<file path="src/rtl/jogador_automatico_if.sv">
// Player <-> memory-game signal bundle; master = automatic player, slave = game side.
// Status/debug outputs travel with the handshake so the board top wires a single bundle.
interface jogador_automatico_if;
    logic       ligar;
    logic [3:0] leds;
    logic       pronto;
    logic       ganhou;
    logic       perdeu;
    logic       iniciar;
    logic [3:0] botoes;
    logic       ativo;
    logic [3:0] db_rodada;
    logic [3:0] db_estado;

    modport master (
        input  ligar, leds, pronto, ganhou, perdeu,
        output iniciar, botoes, ativo, db_rodada, db_estado
    );

    modport slave (
        output ligar, leds, pronto, ganhou, perdeu,
        input  iniciar, botoes, ativo, db_rodada, db_estado
    );
endinterface

</file>
<file path="src/rtl/jogador_automatico.sv">
// Automatic memory-game player: captures the first play, replays and extends the sequence each round; outputs registered, pronto aborts next clock.
// Optional stall injection to provoke a game timeout is built only with `define TIMEOUT_INJ_EN.
module jogador_automatico #(
    parameter int NUM_RODADAS  = 16,
    parameter int START_CYCLES = 10,
    parameter int PRESS_CYCLES = 10,
    parameter int GAP_CYCLES   = 10,
    parameter int STEP         = 2,
    parameter int STALL_RODADA = 2,
    parameter int STALL_JOGADA = 1
) (
    input  logic                 clk,
    input  logic                 rst,
    jogador_automatico_if.master bus
);
    localparam int PW = $clog2(NUM_RODADAS) + 1;
    localparam int AW = (NUM_RODADAS > 1) ? $clog2(NUM_RODADAS) : 1;

    localparam logic [15:0]   START_LD = 16'(START_CYCLES - 1);
    localparam logic [15:0]   PRESS_LD = 16'(PRESS_CYCLES - 1);
    localparam logic [15:0]   GAP_LD   = 16'(GAP_CYCLES - 1);
    localparam logic [PW-1:0] NUM_R    = PW'(NUM_RODADAS);
    localparam logic [1:0]    STEP2    = 2'(STEP % 4);

    typedef enum logic [3:0] {
        INICIAL    = 4'd0,
        PARTIDA    = 4'd1,
        ESPERA_LED = 4'd2,
        CAPTURA    = 4'd3,
        PAUSA      = 4'd4,
        PRESSIONA  = 4'd5,
        NOVA       = 4'd6,
        ESPERA_FIM = 4'd7,
        FIM        = 4'd8
    } estado_t;

    estado_t       estado_q;
    logic [15:0]   cnt_q;
    logic [PW-1:0] pos_q;
    logic [PW-1:0] rodada_q;
    logic [1:0]    idx_q;
    logic [3:0]    botoes_q;
    logic          iniciar_q;
    logic          ativo_q;
    logic          ligar_q;
    logic [3:0]    mem_q [NUM_RODADAS];

    function automatic logic [1:0] low_idx(input logic [3:0] v);
        if (v[0])      return 2'd0;
        else if (v[1]) return 2'd1;
        else if (v[2]) return 2'd2;
        else           return 2'd3;
    endfunction

    logic          ligar_edge;
    logic          pronto_abort;
    logic [1:0]    idx_nova;
    logic [3:0]    onehot_nova;
    logic [3:0]    mem_rd;
    logic          stall;
    logic          mem_we;
    logic [AW-1:0] mem_wa;
    logic [3:0]    mem_wd;
    logic [PW-1:0] rodada_m1;
    logic          unused_status;

    assign ligar_edge   = bus.ligar & ~ligar_q;
    assign pronto_abort = bus.pronto && (estado_q != INICIAL) && (estado_q != FIM);
    assign idx_nova     = idx_q + STEP2;
    assign onehot_nova  = 4'b0001 << idx_nova;
    assign mem_rd       = mem_q[pos_q[AW-1:0]];
    assign rodada_m1    = rodada_q - PW'(1);
    assign unused_status = bus.ganhou ^ bus.perdeu;

`ifdef TIMEOUT_INJ_EN
    // NOVA is reached with pos==rodada, so the same compare covers a stall on the appended play.
    assign stall = (rodada_q == PW'(STALL_RODADA)) && (pos_q == PW'(STALL_JOGADA));
`else
    logic unused_stall_cfg;
    assign unused_stall_cfg = (STALL_RODADA == STALL_JOGADA);
    assign stall = 1'b0;
`endif

    // Sequence memory writes: first play at capture, appended play when leaving PAUSA for NOVA.
    always_comb begin
        mem_we = 1'b0;
        mem_wa = '0;
        mem_wd = bus.leds;
        if (!pronto_abort) begin
            if (estado_q == ESPERA_LED && bus.leds != 4'b0000) begin
                mem_we = 1'b1;
            end else if (estado_q == PAUSA && cnt_q == 16'd0 && !stall &&
                         pos_q == rodada_q && rodada_q < NUM_R) begin
                mem_we = 1'b1;
                mem_wa = rodada_q[AW-1:0];
                mem_wd = onehot_nova;
            end
        end
    end

    always_ff @(posedge clk) begin
        if (mem_we) begin
            mem_q[mem_wa] <= mem_wd;
        end
    end

    always_ff @(posedge clk or posedge rst) begin
        if (rst) begin
            estado_q  <= INICIAL;
            cnt_q     <= '0;
            pos_q     <= '0;
            rodada_q  <= PW'(1);
            idx_q     <= '0;
            botoes_q  <= '0;
            iniciar_q <= 1'b0;
            ativo_q   <= 1'b0;
            ligar_q   <= 1'b0;
        end else begin
            ligar_q <= bus.ligar;
            if (pronto_abort) begin
                estado_q  <= FIM;
                cnt_q     <= '0;
                botoes_q  <= '0;
                iniciar_q <= 1'b0;
                ativo_q   <= 1'b0;
            end else begin
                case (estado_q)
                    INICIAL: begin
                        if (ligar_edge) begin
                            estado_q  <= PARTIDA;
                            cnt_q     <= START_LD;
                            iniciar_q <= 1'b1;
                            ativo_q   <= 1'b1;
                            rodada_q  <= PW'(1);
                            pos_q     <= '0;
                        end
                    end
                    PARTIDA: begin
                        if (cnt_q == 16'd0) begin
                            estado_q  <= ESPERA_LED;
                            iniciar_q <= 1'b0;
                        end else begin
                            cnt_q <= cnt_q - 16'd1;
                        end
                    end
                    ESPERA_LED: begin
                        if (bus.leds != 4'b0000) begin
                            estado_q <= CAPTURA;
                            cnt_q    <= '0;
                            idx_q    <= low_idx(bus.leds);
                        end
                    end
                    CAPTURA: begin
                        if (bus.leds == 4'b0000) begin
                            estado_q <= PAUSA;
                            cnt_q    <= GAP_LD;
                        end
                    end
                    PAUSA: begin
                        if (cnt_q != 16'd0) begin
                            cnt_q <= cnt_q - 16'd1;
                        end else if (stall) begin
                            estado_q <= ESPERA_FIM;
                            cnt_q    <= '0;
                        end else if (pos_q < rodada_q) begin
                            estado_q <= PRESSIONA;
                            cnt_q    <= PRESS_LD;
                            botoes_q <= mem_rd;
                        end else if (rodada_q < NUM_R) begin
                            estado_q <= NOVA;
                            cnt_q    <= PRESS_LD;
                            idx_q    <= idx_nova;
                            botoes_q <= onehot_nova;
                        end else begin
                            estado_q <= ESPERA_FIM;
                            cnt_q    <= '0;
                        end
                    end
                    PRESSIONA: begin
                        if (cnt_q == 16'd0) begin
                            estado_q <= PAUSA;
                            cnt_q    <= GAP_LD;
                            botoes_q <= '0;
                            pos_q    <= pos_q + PW'(1);
                        end else begin
                            cnt_q <= cnt_q - 16'd1;
                        end
                    end
                    NOVA: begin
                        if (cnt_q == 16'd0) begin
                            estado_q <= PAUSA;
                            cnt_q    <= GAP_LD;
                            botoes_q <= '0;
                            rodada_q <= rodada_q + PW'(1);
                            pos_q    <= '0;
                        end else begin
                            cnt_q <= cnt_q - 16'd1;
                        end
                    end
                    ESPERA_FIM: begin
                        botoes_q <= '0;
                    end
                    FIM: begin
                        botoes_q <= '0;
                        ativo_q  <= 1'b0;
                        if (!bus.ligar) begin
                            estado_q <= INICIAL;
                            cnt_q    <= '0;
                        end
                    end
                    default: begin
                        estado_q <= INICIAL;
                        cnt_q    <= '0;
                        botoes_q <= '0;
                        ativo_q  <= 1'b0;
                    end
                endcase
            end
        end
    end

    assign bus.iniciar   = iniciar_q;
    assign bus.botoes    = botoes_q;
    assign bus.ativo     = ativo_q;
    assign bus.db_rodada = 4'(rodada_m1);
    assign bus.db_estado = estado_q;
endmodule

</file>
<file path="src/flat_wrapper.sv">
// flat-port wrapper written by rule: the top's interface ports become plain ports
module jogador_automatico_flat 
#(
    parameter int NUM_RODADAS  = 16,
    parameter int START_CYCLES = 10,
    parameter int PRESS_CYCLES = 10,
    parameter int GAP_CYCLES   = 10,
    parameter int STEP         = 2,
    parameter int STALL_RODADA = 2,
    parameter int STALL_JOGADA = 1
)
  (clk, rst, bus_ligar, bus_leds, bus_pronto, bus_ganhou, bus_perdeu, bus_iniciar, bus_botoes, bus_ativo, bus_db_rodada, bus_db_estado);
  jogador_automatico_if bus_i ();
  input  logic clk;
  input  logic rst;
  input wire logic [$bits(bus_i.ligar)-1:0] bus_ligar;
  input wire logic [$bits(bus_i.leds)-1:0] bus_leds;
  input wire logic [$bits(bus_i.pronto)-1:0] bus_pronto;
  input wire logic [$bits(bus_i.ganhou)-1:0] bus_ganhou;
  input wire logic [$bits(bus_i.perdeu)-1:0] bus_perdeu;
  output wire logic [$bits(bus_i.iniciar)-1:0] bus_iniciar;
  output wire logic [$bits(bus_i.botoes)-1:0] bus_botoes;
  output wire logic [$bits(bus_i.ativo)-1:0] bus_ativo;
  output wire logic [$bits(bus_i.db_rodada)-1:0] bus_db_rodada;
  output wire logic [$bits(bus_i.db_estado)-1:0] bus_db_estado;
  assign bus_i.ligar = bus_ligar;
  assign bus_i.leds = bus_leds;
  assign bus_i.pronto = bus_pronto;
  assign bus_i.ganhou = bus_ganhou;
  assign bus_i.perdeu = bus_perdeu;
  assign bus_iniciar = bus_i.iniciar;
  assign bus_botoes = bus_i.botoes;
  assign bus_ativo = bus_i.ativo;
  assign bus_db_rodada = bus_i.db_rodada;
  assign bus_db_estado = bus_i.db_estado;
  jogador_automatico #(.NUM_RODADAS(NUM_RODADAS), .START_CYCLES(START_CYCLES), .PRESS_CYCLES(PRESS_CYCLES), .GAP_CYCLES(GAP_CYCLES), .STEP(STEP), .STALL_RODADA(STALL_RODADA), .STALL_JOGADA(STALL_JOGADA)) u_core (.clk(clk), .rst(rst), .bus(bus_i));
endmodule
</file>
<file path="config.mk">
export PLATFORM = sky130hd
export DESIGN_NAME = jogador_automatico_flat
export DESIGN_NICKNAME = d
export VERILOG_FILES = /design/src/rtl/jogador_automatico_if.sv /design/src/rtl/jogador_automatico.sv /design/src/flat_wrapper.sv
export SDC_FILE = /design/constraint.sdc
export NUM_CORES = 1
export LEC_CHECK = 0
export ABC_CLOCK_PERIOD_IN_PS = 3600
export BUFFER_PORTS_ARGS = -buffer_cell sky130_fd_sc_hd__buf_4
export CAP_MARGIN = 20
export CORE_ASPECT_RATIO = 1.25
export CORE_MARGIN = 2
export CORE_UTILIZATION = 62
export CTS_BUF_LIST = sky130_fd_sc_hd__clkbuf_16
export DETAILED_ROUTE_END_ITERATION = 10
export PLACE_DENSITY_LB_ADDON = 0.1
export REMOVE_ABC_BUFFERS = 1
export SLEW_MARGIN = 20
export SYNTH_ARGS = -nofsm -noshare
export SYNTH_HDL_FRONTEND = slang
export SYNTH_SLANG_ARGS = --single-unit
</file>
<file path="constraint.sdc">
create_clock -name clk -period 3.6 [get_ports clk]
set_clock_uncertainty 0.1 [all_clocks]
set_input_delay 0.36 -clock clk [delete_from_list [all_inputs] [get_ports clk]]
set_output_delay 0.36 -clock clk [all_outputs]
set_load 0.005 [all_outputs]
</file>
# Word-level counts from Yosys, hierarchy flattened
# Memories as Yosys holds them, arrays and structs flattened.
# Index checks and enable logic that the tools add are counted.
# Widths: inputs -> output; s select.
# totals
out_inout_bits	14
reg_bits	39
memories	1
input_bits	10
mem_bits_rw	64
word_cells	137
# memory_table
memory	depth	word_bits	read_ports	rd_ports_with_merged_regs	write_ports	line	source
u_core.mem_q	16	4	1	0	1	jogador_automatico.sv:46	logic [3:0] mem_q [NUM_RODADAS];
# op_classes
n_reduce_logical	27
muxes	60
n_addsub	5
shift	1
magnitude_cmp	2
n_eq_ne	29
n_bitwise	3
# op_table
operator	count
$mux 16	9
$pmux 16 s8	1
$mux 4	21
$pmux 4 s8	1
$mux 5	5
$eq 4x3->1 const B	4
$logic_not 16->1	1
$reduce_bool 16->1	1
$sub 16x1->16 const B	1
$pmux 5 s3	1
$mux 2	6
$ne 2x1->1 const B	6
$ne 3x1->1 const B	4
$ne 3x2->1 const B	4
$pmux 4 s3	1
$reduce_and 6->1	2
$mux 1	11
$add 5x1->5 const B	2
$pmux 5 s2	1
$eq 4x2->1 const B	2
$logic_not 4->1	2
$ne 2x2->1 const B	4
$reduce_and 4->1	2
$reduce_and 8->1	1
other kinds (24)	34

# Longest topological paths before layout
# Gate-level depths: netlist (run 1).
# depth
word_depth	9
ltp_mapped	9
mapped_depth_nobuf	7

# Least setup slack after synthesis (run 1)
# Ideal clock, no wire load.
# synth_timing
path_kind	flip-flop to flip-flop
start	register u_core.cnt_q[0]
end	memory u_core.mem_q[10][0] (enable)
setup_ns	0.329
slack_ns	0.543
stages_incl_launch_ff	9
period_less_slack_ns	3.057
arrival_time_ns	2.628
cell_sequence	dfrtp_1 > inv_1 > ha_1 > or3b_1 > or4_1 > buf_6 > nor4_4 > nand3_1 > nor2_1
# synth_via
elab_chain_cells	9
word_cells_on_any_way	12
cone_classes	8 x mux; 4 x reduce/logical
# synth_rtl
item	line	source
start, declared	jogador_automatico.sv:38	logic [15:0] cnt_q;
start signal, assigned	jogador_automatico.sv:143	cnt_q <= cnt_q - 16'd1;
start signal, assigned	jogador_automatico.sv:161	cnt_q <= cnt_q - 16'd1;
start signal, assigned	jogador_automatico.sv:186	cnt_q <= cnt_q - 16'd1;
$logic_not 16->1 *	jogador_automatico.sv:92	end else if (estado_q == PAUSA && cnt_q == 16'd0 && !stall &&
$logic_and 1x1->1 * (2 in a row)	jogador_automatico.sv:92	
$logic_and 1x1->1 *	jogador_automatico.sv:93	pos_q == rodada_q && rodada_q < NUM_R) begin
$mux 1	jogador_automatico.sv:92	
$mux 1	jogador_automatico.sv:90	if (estado_q == ESPERA_LED && bus.leds != 4'b0000) begin
$mux 1	jogador_automatico.sv:89	if (!pronto_abort) begin
$mux 1	jogador_automatico.sv:102	if (mem_we) begin
$mux 1 (implied by the code)	jogador_automatico.sv:103	mem_q[mem_wa] <= mem_wd;
end, declared	jogador_automatico.sv:46	
# Every way passes the cells marked *; elsewhere a longest branch is shown, timed or not.

# Final worst setup path (run 1)
# layout_timing
start	register u_core.cnt_q[6]
end	memory u_core.mem_q[13][1] (enable)
# The elaborated chain is that of the path after synthesis.

==> results of run 1 <==
[worst max-delay path by stage]
| stage | start | to | slack, ns | depth (start not counted) |
|---|---|---|---|---|
| final | u_core.cnt_q[6]$_DFFE_PP0P_ | u_core.mem_q[13][1]$_DFFE_PP_ | 0.23 | 5 |
| after CTS | u_core.cnt_q[6]$_DFFE_PP0P_ | u_core.mem_q[13][1]$_DFFE_PP_ | 0.20 | 5 |
| after floorplan | u_core.cnt_q[0]$_DFFE_PP0P_ | u_core.mem_q[10][0]$_DFFE_PP_ | 0.45 | 7 |
| after detailed placement | u_core.cnt_q[6]$_DFFE_PP0P_ | u_core.mem_q[13][1]$_DFFE_PP_ | 0.23 | 5 |
| after global placement | u_core.cnt_q[6]$_DFFE_PP0P_ | u_core.mem_q[13][1]$_DFFE_PP_ | 0.31 | 5 |
| after global routing | u_core.cnt_q[0]$_DFFE_PP0P_ | u_core.mem_q[8][1]$_DFFE_PP_ | 0.03 | 7 |
[routing by layer]
layer | vias to the layer above | GRT usage [%] | wire [um]
met4 | 0 | 10.94 | 272
met1 | 1826 | 36.59 | 4768
met3 | 25 | 2.914 | 492
met5 | - | 0 | 0
li1 | 1770 | - | -
met2 | 99 | 46.73 | 6127
[layout by cell type (no fill, tap or decap), drive strengths merged, types with 9 or more instances in the layout]
cell type and instances:
edfxtp 64, nor2 43, dfrtp 38, buf 37, nand2 22, inv 21
mux4 16, mux2i 16, o21ai 16, nand3 15, a21oi 12, o31ai 11
nand2b 11, or2 11, ha 9, clkbuf 9
[power groups by stage]
stage	Clock (mW)	Sequential [mW]	Combinational, mW
2_1_floorplan	0	1.51	0.991
3_3_place_gp	0	1.52	1.43
3_5_place_dp	0	1.53	1.45
4_1_cts	1.00	1.50	1.46
5_1_grt	1.04	1.53	1.62
6_report	0.990	1.50	1.47
[flip-flops by register name, indices dropped and copies added, names as in the netlist, 2 cells and up]
name,cells
u_core.mem_q,64
u_core.cnt_q,16
u_core.pos_q,5
u_core.rodada_q,5
u_core.bus.botoes,4
u_core.bus.db_estado,4
u_core.idx_q,2
[area by class of cell]
type                    count  share of cell area, %
flip-flops and latches    103                  48.65
multi-input cells         299                  38.23
repair buffers             37                  4.661
clock buffers               9                  3.779
well taps                  97                  2.037
clock inverters             7                  1.386
inverters                  20                  1.260
[per-stage QoR]
| stage | std cells | hold WS [ns] | setup WS [ns] | utilization, % | area, um^2 |
|---|---|---|---|---|---|
| after floorplan | 422 | 0.2914 | 0.4516 | - | 5246 |
| after global placement | 556 | 0.3653 | 0.3068 | 68.13 | 5645 |
| after detailed placement | 556 | 0.3733 | 0.2271 | 68.20 | 5652 |
| after CTS | 572 | 0.03582 | 0.2019 | 71.92 | 5959 |
| after global routing | 572 | 0.04037 | 0.02823 | 71.92 | 5959 |
| final | 572 | 0.03544 | 0.2272 | 71.92 | 5959 |
[critical path, delay by kind of cell, from the launching register on]
kind / cells / cell delay, ns
flip-flops: 1 / 0.43
AND/OR/NAND/NOR: 5 / 2.49
[cells by family after synthesis]
logic type               count (synthesis)  synth area share [%]
AND/OR/NAND/NOR                        153                 16.12
flip-flops                             103                 54.21
AO/OA/AOI/OAI                           97                 12.94
buffers and inverters                   44                 3.299
multiplexers                            38                 11.00
adder cells (fa/ha/maj)                  9                 2.106
XOR/XNOR                                 2                0.3276
==> flow_metrics.env, run 1 <==
export IMPL_cts_hold_buf=0
export IMPL_total_power_mw=3.963
export IMPL_die_area_um2=9389
export IMPL_cts_inserted_buffers=9
export IMPL_min_path_type="in -> async"
export IMPL_synthCells=446
export IMPL_place_congestion=0.9771
export IMPL_slew_headroom_pct=35.14
export IMPL_post_cts_buffers=0
export IMPL_antenna_found_initial=0
export IMPL_drv_slew=0
export IMPL_grt_util_all_layers_pct=27.67
export IMPL_dp_hpwl_um=8165
export IMPL_ant_nets=0
export IMPL_synth_area_per_cell_um2=11.99
export IMPL_clk_latency_ns=0.35
export IMPL_clockBufferDepth=2
export IMPL_ys_seq_area_share_pct=54.21
export IMPL_drive_gt1_share_pct=21.05
export IMPL_worstPathMaxFanout=9
export IMPL_cap_violations=0
export IMPL_ys_flop_type="edfxtp_1"
export IMPL_drt_iter0_drc=279
export IMPL_cts_tree="built"
export IMPL_r2r_end="u_core.mem_q[13][1]$_DFFE_PP_"
export IMPL_fmax_ghz=0.2965
export IMPL_drt_pass1_iterations=5
export IMPL_grt_max_degree=40
export IMPL_synthArstFlopShare_pct=37.86
export IMPL_critPathArrivalTime_ns=3.28
export IMPL_rsz0062_at_grt="false"
export IMPL_cp_start_kind="flip-flop"
export IMPL_synth_common_cells="edfxtp_1 (64), nor2_1 (43), dfrtp_1 (38)"
export IMPL_p_int_mw=2.526
export IMPL_synth_top_cell_by_area="edfxtp_1"
export IMPL_reg2reg_depth=5
export IMPL_drc=0
export IMPL_die_w_um=87.07
export IMPL_fin_crit_ns=3.373
export IMPL_synth_area_leaders="edfxtp_1 (36%), dfrtp_1 (18%), mux4_2 (6.7%)"
export IMPL_period_share_pct=93.69
export IMPL_cts_max_level=3
export IMPL_ir_drop_mv=0.3669
export IMPL_r2r_setup_slack_ns=0.23
export IMPL_die_y_um=107.8
export IMPL_tightestPinTransition_ns=0.9640
export IMPL_finalHoldViolCount=0
export IMPL_clock_sinks=103
export IMPL_pwr_share_seq_pct=37.9
export IMPL_cts_root_buf="clkbuf_16"
export IMPL_wl_per_cell_um=20.39
export IMPL_swShare_pct=36.25
export IMPL_avgViaCountPerCell=6.503
export IMPL_clkTransAtPathRegs_ns=0.07
export IMPL_p_switching_mw=1.437
export IMPL_status="finished, final reports clean"
export IMPL_worstPathRequired_ns=3.51
export IMPL_critPathSlowestCell="or4_1"
export IMPL_diodes=0
export IMPL_multi_input_area_um2=2278
export IMPL_pin_count=24
export IMPL_power_per_cell_area_nw_per_um2=665.0
export IMPL_r2r_start="u_core.cnt_q[6]$_DFFE_PP0P_"
export IMPL_vias=3720
export IMPL_cp_end_kind="flip-flop"
export IMPL_ctsResizeCount=0
export IMPL_p_clk_share_pct=25.0
export IMPL_design_core_area_um2=8287
export IMPL_synth_distinct_cells=62
export IMPL_area_growth_pct=11.44
export IMPL_seqCellArea_um2=2899
export IMPL_final_setup_tns_ns=0
export IMPL_yosysWarnings=0
export IMPL_post_synth_top_count_cell="edfxtp_1"
export IMPL_path_cells="or4_4, or4_1, nor4_4, nand3_1, nor2_1"
export IMPL_initial_core_util_pct=64.53
export IMPL_setup_viol_count_final=0
export IMPL_grt_first_pass_wirelength_um=19370
export IMPL_finalWirelength_um=11660
export IMPL_critical_path_max_stage_delay_ns=0.65
export IMPL_fill_cells=577
export IMPL_ys_seq_elements=103
export IMPL_synth_top_area_share_pct=35.94
export IMPL_power_leakage_nw=2.197
export IMPL_rows=37
export IMPL_overflow=0
export IMPL_synth_edf_count=64
export IMPL_grt_pass1_vias=3721
export IMPL_synth_area_um2=5348
export IMPL_combPwrFrac_pct=37.1
export IMPL_critical_path_class="reg -> reg"
export IMPL_numPortBuffers=21
export IMPL_fin_nets=489
No activity file was read; power rests on OpenSTA's default activity.
==> inputs of run 2 (changes only) <==
==> constraint.sdc (replaced) <==
create_clock -name clk -period 3.6 [get_ports clk]
set_clock_uncertainty 0.1 [all_clocks]
set_input_delay 0.18 -clock clk [delete_from_list [all_inputs] [get_ports clk]]
set_output_delay 0.18 -clock clk [all_outputs]
set_load 0.005 [all_outputs]
==> flow_metrics.env, run 2 (synthesized netlist as in run 1, its figures left out) <==
export IMPL_drive_gt1_share_pct=21.13
export IMPL_final_cell_mix="edfxtp_1 (64), nor2_1 (43), buf_4 (38), dfrtp_1 (38), nand2_1 (22)"
export IMPL_largest_register_ffs=64
export IMPL_drt_pass1_iterations=4
export IMPL_critPathArrivalTime_ns=3.27
export IMPL_fmax_ghz=0.2988
export IMPL_drv_slew=0
export IMPL_min_path_type="in -> reg"
export IMPL_design_core_area_um2=8287
export IMPL_period_share_pct=92.96
export IMPL_top_register="u_core.mem_q"
export IMPL_dp_hpwl_um=8436
export IMPL_cp_start_kind="flip-flop"
export IMPL_tightestPinTransition_ns=0.9418
export IMPL_avgViaCountPerCell=6.532
export IMPL_die_y_um=107.8
export IMPL_clk_latency_ns=0.35
export IMPL_slew_headroom_pct=36.63
export IMPL_critPathSlowestCell="or4_1"
export IMPL_wl_per_cell_um=20.69
export IMPL_setup_viol_count_final=0
export IMPL_final_setup_tns_ns=0
export IMPL_crit_family="simple AND/OR/NAND/NOR gates"
export IMPL_ant_nets=0
export IMPL_cts_max_level=3
export IMPL_drc=0
export IMPL_clkTransAtPathRegs_ns=0.07
export IMPL_ctsResizeCount=0
export IMPL_final_common_cell="edfxtp_1"
export IMPL_fin_crit_ns=3.347
export IMPL_diodes=0
export IMPL_fin_nets=492
export IMPL_reg_top3="u_core.mem_q: 64 flops, u_core.cnt_q: 16 flops"
export IMPL_cp_end_kind="flip-flop"
export IMPL_cts_root_buf="clkbuf_16"
export IMPL_grt_max_degree=24
export IMPL_cap_violations=0
export IMPL_status="finished, final reports clean"
export IMPL_drt_iter0_drc=205
export IMPL_cts_tree="built"
export IMPL_power_leakage_nw=2.203
export IMPL_path_cells="or4_4, or4_1, nor4_4, nand3_1, nor2_1"
export IMPL_rsz0062_at_grt="false"
export IMPL_overflow=0
export IMPL_area_growth_pct=11.32
export IMPL_grt_util_all_layers_pct=27.85
export IMPL_place_congestion=0.9318
export IMPL_ir_drop_mv=0.4382
export IMPL_numPortBuffers=21
export IMPL_clockBufferDepth=2
export IMPL_die_w_um=87.07
export IMPL_finalHoldViolCount=0
export IMPL_critical_path_class="reg -> reg"
export IMPL_initial_core_util_pct=64.53
export IMPL_clock_sinks=103
export IMPL_power_per_cell_area_nw_per_um2=649.5
export IMPL_worstPathMaxFanout=9
export IMPL_die_area_um2=9389
export IMPL_path_buf_inv=0
export IMPL_pin_count=24
export IMPL_grt_pass1_vias=3794
export IMPL_worstPathRequired_ns=3.52
export IMPL_critical_path_max_stage_delay_ns=0.64
export IMPL_cts_inserted_buffers=9
export IMPL_finalWirelength_um=11900
export IMPL_vias=3756
export IMPL_final_util_pct=71.84
export IMPL_antenna_found_initial=0
export IMPL_grt_first_pass_wirelength_um=19460
export IMPL_rows=37
[run 2: power by group]
| part | total (mW) | switching [mW] | internal (mW) |
|---|---|---|---|
| registers | 1.50 | 0.151 | 1.35 |
| clock network | 0.898 | 0.427 | 0.471 |
| logic | 1.47 | 0.836 | 0.630 |
| total | 3.87 | 1.41 | 2.45 |
[run 2: area by class of cell]
| type | count | area, um^2 |
|---|---|---|
| fillers | 574 | 2333 |
| repair buffers | 40 | 305.3 |
| inverters | 20 | 75.07 |
| well taps | 97 | 121.4 |
| clock buffers | 9 | 225.2 |
| clock inverters | 7 | 48.80 |
| flip-flops and latches | 103 | 2899 |
| multi-input cells | 299 | 2278 |
[run 2: routing by layer]
layer / share of wire [%] / global-route usage, %
met3: 4.4 / 6.518
met2: 52 / 46.35
met4: 3.2 / 11.05
met5: 0 / 0
met1: 40 / 34.98
[run 2: repair_timing]
item	CTS	global route
hold endpoints to repair	18	0
hold buffers	2	0
buffers inserted	0	0
[run 2: worst paths after layout]
| check | from | end | slack (ns) | cells after the start |
|---|---|---|---|---|
| max in group asynchronous | rst | u_core.cnt_q[4]$_DFFE_PP0P_ | 2.21 | 4 |
| max | u_core.cnt_q[6]$_DFFE_PP0P_ | u_core.mem_q[12][3]$_DFFE_PP_ | 0.25 | 5 |
| min reg2reg | u_core.cnt_q[14]$_DFFE_PP0P_ | u_core.cnt_q[14]$_DFFE_PP0P_ | 0.40 | 1 |
| min | bus_leds[0] | u_core.idx_q[0]$_DFFE_PP0P_ | 0.12 | 3 |
| min in group asynchronous | rst | u_core.cnt_q[11]$_DFFE_PP0P_ | 0.42 | 3 |
| max reg2reg | u_core.cnt_q[6]$_DFFE_PP0P_ | u_core.mem_q[12][3]$_DFFE_PP_ | 0.25 | 5 |
[run 2: worst reg2reg max path: cells and delay by family (launching register included)]
family           cells  cell delay (ns)
DFF                  1             0.43
and+or+nand+nor      5             2.49
[run 2: stage by stage]
step                total power [mW]  instance area (um^2)  instances  hold WS, ns  setup WS, ns
CTS                            3.884                  5953        575       0.1188        0.2357
floorplan                      2.499                  5246        422       0.1114        0.4516
global route                   4.099                  5953        575       0.1295       0.08366
detailed placement             2.980                  5659        557       0.2193        0.2526
global placement               2.952                  5653        557       0.2134        0.3086
finish                         3.867                  5953        575       0.1227        0.2533
==> inputs of run 3 (changes only) <==
Settings changed: CORE_ASPECT_RATIO 1.25 to 0.6, PLACE_DENSITY from default to 0.88, PLACE_DENSITY_LB_ADDON 0.1 to default, TNS_END_PERCENT from default to 20.
==> flow_metrics.env, run 3 (synthesized netlist as in run 1, its figures left out) <==
export IMPL_rsz0062_at_grt="false"
export IMPL_largest_register_ffs=64
export IMPL_initial_core_util_pct=63.47
export IMPL_finalWirelength_um=13100
export IMPL_overflow=0
export IMPL_hold_path_depth=3
export IMPL_cp_start_kind="flip-flop"
export IMPL_use_met3_pct=7.831
export IMPL_avgViaCountPerCell=6.919
export IMPL_drt_pass1_iterations=5
export IMPL_rows=26
export IMPL_critPathArrivalTime_ns=3.31
export IMPL_drc=0
export IMPL_r2r_setup_slack_ns=0.19
export IMPL_final_common_cell="edfxtp_1"
export IMPL_fin_crit_ns=3.407
export IMPL_placed_area_um2=5672
export IMPL_crit_family="simple AND/OR/NAND/NOR gates"
export IMPL_drv_slew=0
export IMPL_ant_nets=0
export IMPL_place_congestion=1.008
export IMPL_fin_nets=492
export IMPL_min_to="u_core.idx_q[0]$_DFFE_PP0P_"
export IMPL_critPathSlowestCell="or4_1"
export IMPL_post_cts_buffers=0
export IMPL_power_leakage_nw=2.228
export IMPL_ir_drop_mv=0.4685
export IMPL_diodes=0
export IMPL_stdcell_count=590
export IMPL_reg2reg_depth=8
export IMPL_total_power_mw=4.043
export IMPL_final_area_um2=6015
export IMPL_cts_tree="built"
export IMPL_critical_path_max_stage_delay_ns=0.64
export IMPL_slew_headroom_pct=29.70
export IMPL_grt_util_all_layers_pct=29.79
export IMPL_min_path_type="in -> reg"
export IMPL_cp_end_kind="flip-flop"
export IMPL_grtUsageMet1_pct=48.08
export IMPL_period_share_pct=94.64
export IMPL_die_w_um=123.9
export IMPL_cts_max_level=3
export IMPL_worstPathMaxFanout=9
export IMPL_clockBufferDepth=2
export IMPL_grt_first_pass_wirelength_um=20710
export IMPL_pin_count=24
export IMPL_status="finished, final reports clean"
export IMPL_fmax_ghz=0.2935
export IMPL_dp_hpwl_um=9197
export IMPL_drive_gt1_share_pct=21.13
export IMPL_min_from="bus_leds[0]"
export IMPL_top_register="u_core.mem_q"
export IMPL_reg_top3="u_core.mem_q: 64 flops, u_core.cnt_q: 16 flops"
export IMPL_wl_per_cell_um=22.20
export IMPL_drt_iter0_drc=559
export IMPL_numPortBuffers=21
export IMPL_die_y_um=75.94
export IMPL_die_area_um2=9409
export IMPL_cap_violations=0
export IMPL_r2r_start="u_core.cnt_q[0]$_DFFE_PP0P_"
export IMPL_power_per_cell_area_nw_per_um2=672.2
export IMPL_ctsResizeCount=0
export IMPL_final_setup_tns_ns=0
export IMPL_antenna_found_initial=0
export IMPL_clkTransAtPathRegs_ns=0.08
export IMPL_clk_latency_ns=0.36
export IMPL_grt_max_degree=40
export IMPL_cts_inserted_buffers=9
export IMPL_grt_pass1_vias=3678
export IMPL_finalHoldViolCount=0
export IMPL_design_core_area_um2=8426
export IMPL_vias=4082
export IMPL_use_met2_pct=40.11
export IMPL_clock_sinks=103
export IMPL_critical_path_class="reg -> reg"
export IMPL_path_cells="inv_1, ha_1, or3b_1, or4_1, nor4_4, buf_4, nand3_1, nor2_1"
export IMPL_path_buf_inv=2
export IMPL_grt_busiest_layer="met1"
export IMPL_final_cell_mix="edfxtp_1 (64), nor2_1 (43), buf_4 (38), dfrtp_1 (38), nand2_1 (22)"
export IMPL_worstPathRequired_ns=3.50
export IMPL_tightestPinTransition_ns=1.045
export IMPL_r2r_end="u_core.mem_q[10][3]$_DFFE_PP_"
export IMPL_cts_root_buf="clkbuf_16"
export IMPL_dp_cells=572
export IMPL_setup_viol_count_final=0
export IMPL_area_growth_pct=12.47
## run 3: cell count changes in the layout (fill, tap and decap cells not counted), sizes merged
cell / delta
bufinv: +1
clkinvlp: -2
inv: +1
## run 3: routing by layer
metal	up-vias	wire length (um)
li1	1765	-
met1	2017	5585
met2	274	5747
met3	26	1573
met4	0	190
met5	-	0
## run 3: layout make-up
cell class	count	area, um^2
clock buffers	9	225.2
well taps	112	140.1
flip-flops and latches	103	2899
multi-input cells	299	2272
fillers	541	2411
repair buffers	40	305.3
clock inverters	7	97.59
inverters	20	75.07
## run 3: tightest hold or removal path, stage by stage
cell and delay, ns:
buf_4 0.12, a21oi_1 0.10, mux2_2 0.15
## run 3: how the worst max path moves through the flow
stage,from,end,slack [ns],cells past startpoint
6_report,u_core.cnt_q[0]$_DFFE_PP0P_,u_core.mem_q[10][3]$_DFFE_PP_,0.19,8
4_1_cts,u_core.cnt_q[0]$_DFFE_PP0P_,u_core.mem_q[11][0]$_DFFE_PP_,0.26,8
3_5_place_dp,u_core.cnt_q[0]$_DFFE_PP0P_,u_core.mem_q[11][3]$_DFFE_PP_,0.25,8
3_3_place_gp,u_core.cnt_q[0]$_DFFE_PP0P_,u_core.mem_q[11][3]$_DFFE_PP_,0.41,8
2_1_floorplan,u_core.cnt_q[0]$_DFFE_PP0P_,u_core.mem_q[10][0]$_DFFE_PP_,0.45,7
5_1_grt,u_core.cnt_q[0]$_DFFE_PP0P_,u_core.mem_q[9][1]$_DFFE_PP_,0.05,8
## run 3: report_power, final
| group | internal [mW] | total [mW] | switching [mW] |
|---|---|---|---|
| clock | 0.563 | 1.04 | 0.474 |
| sequential | 1.35 | 1.51 | 0.159 |
| combinational | 0.607 | 1.50 | 0.888 |
## run 3: stage by stage
step | hold WS [ns] | setup WS [ns] | utilization, %
6_report | 0.1266 | 0.1929 | 71.38
3_3_place_gp | 0.2141 | 0.4113 | 67.32
5_1_grt | 0.1455 | 0.04827 | 71.38
4_1_cts | 0.1140 | 0.2649 | 71.38
2_1_floorplan | 0.1114 | 0.4516 | -
3_5_place_dp | 0.2161 | 0.2540 | 67.32
## run 3: what timing repair did
| action | CTS | global route |
|---|---|---|
| setup endpoints to repair | 0 | 0 |
| endpoints found under the hold margin | 39 | 0 |
| hold buffers | 2 | 0 |
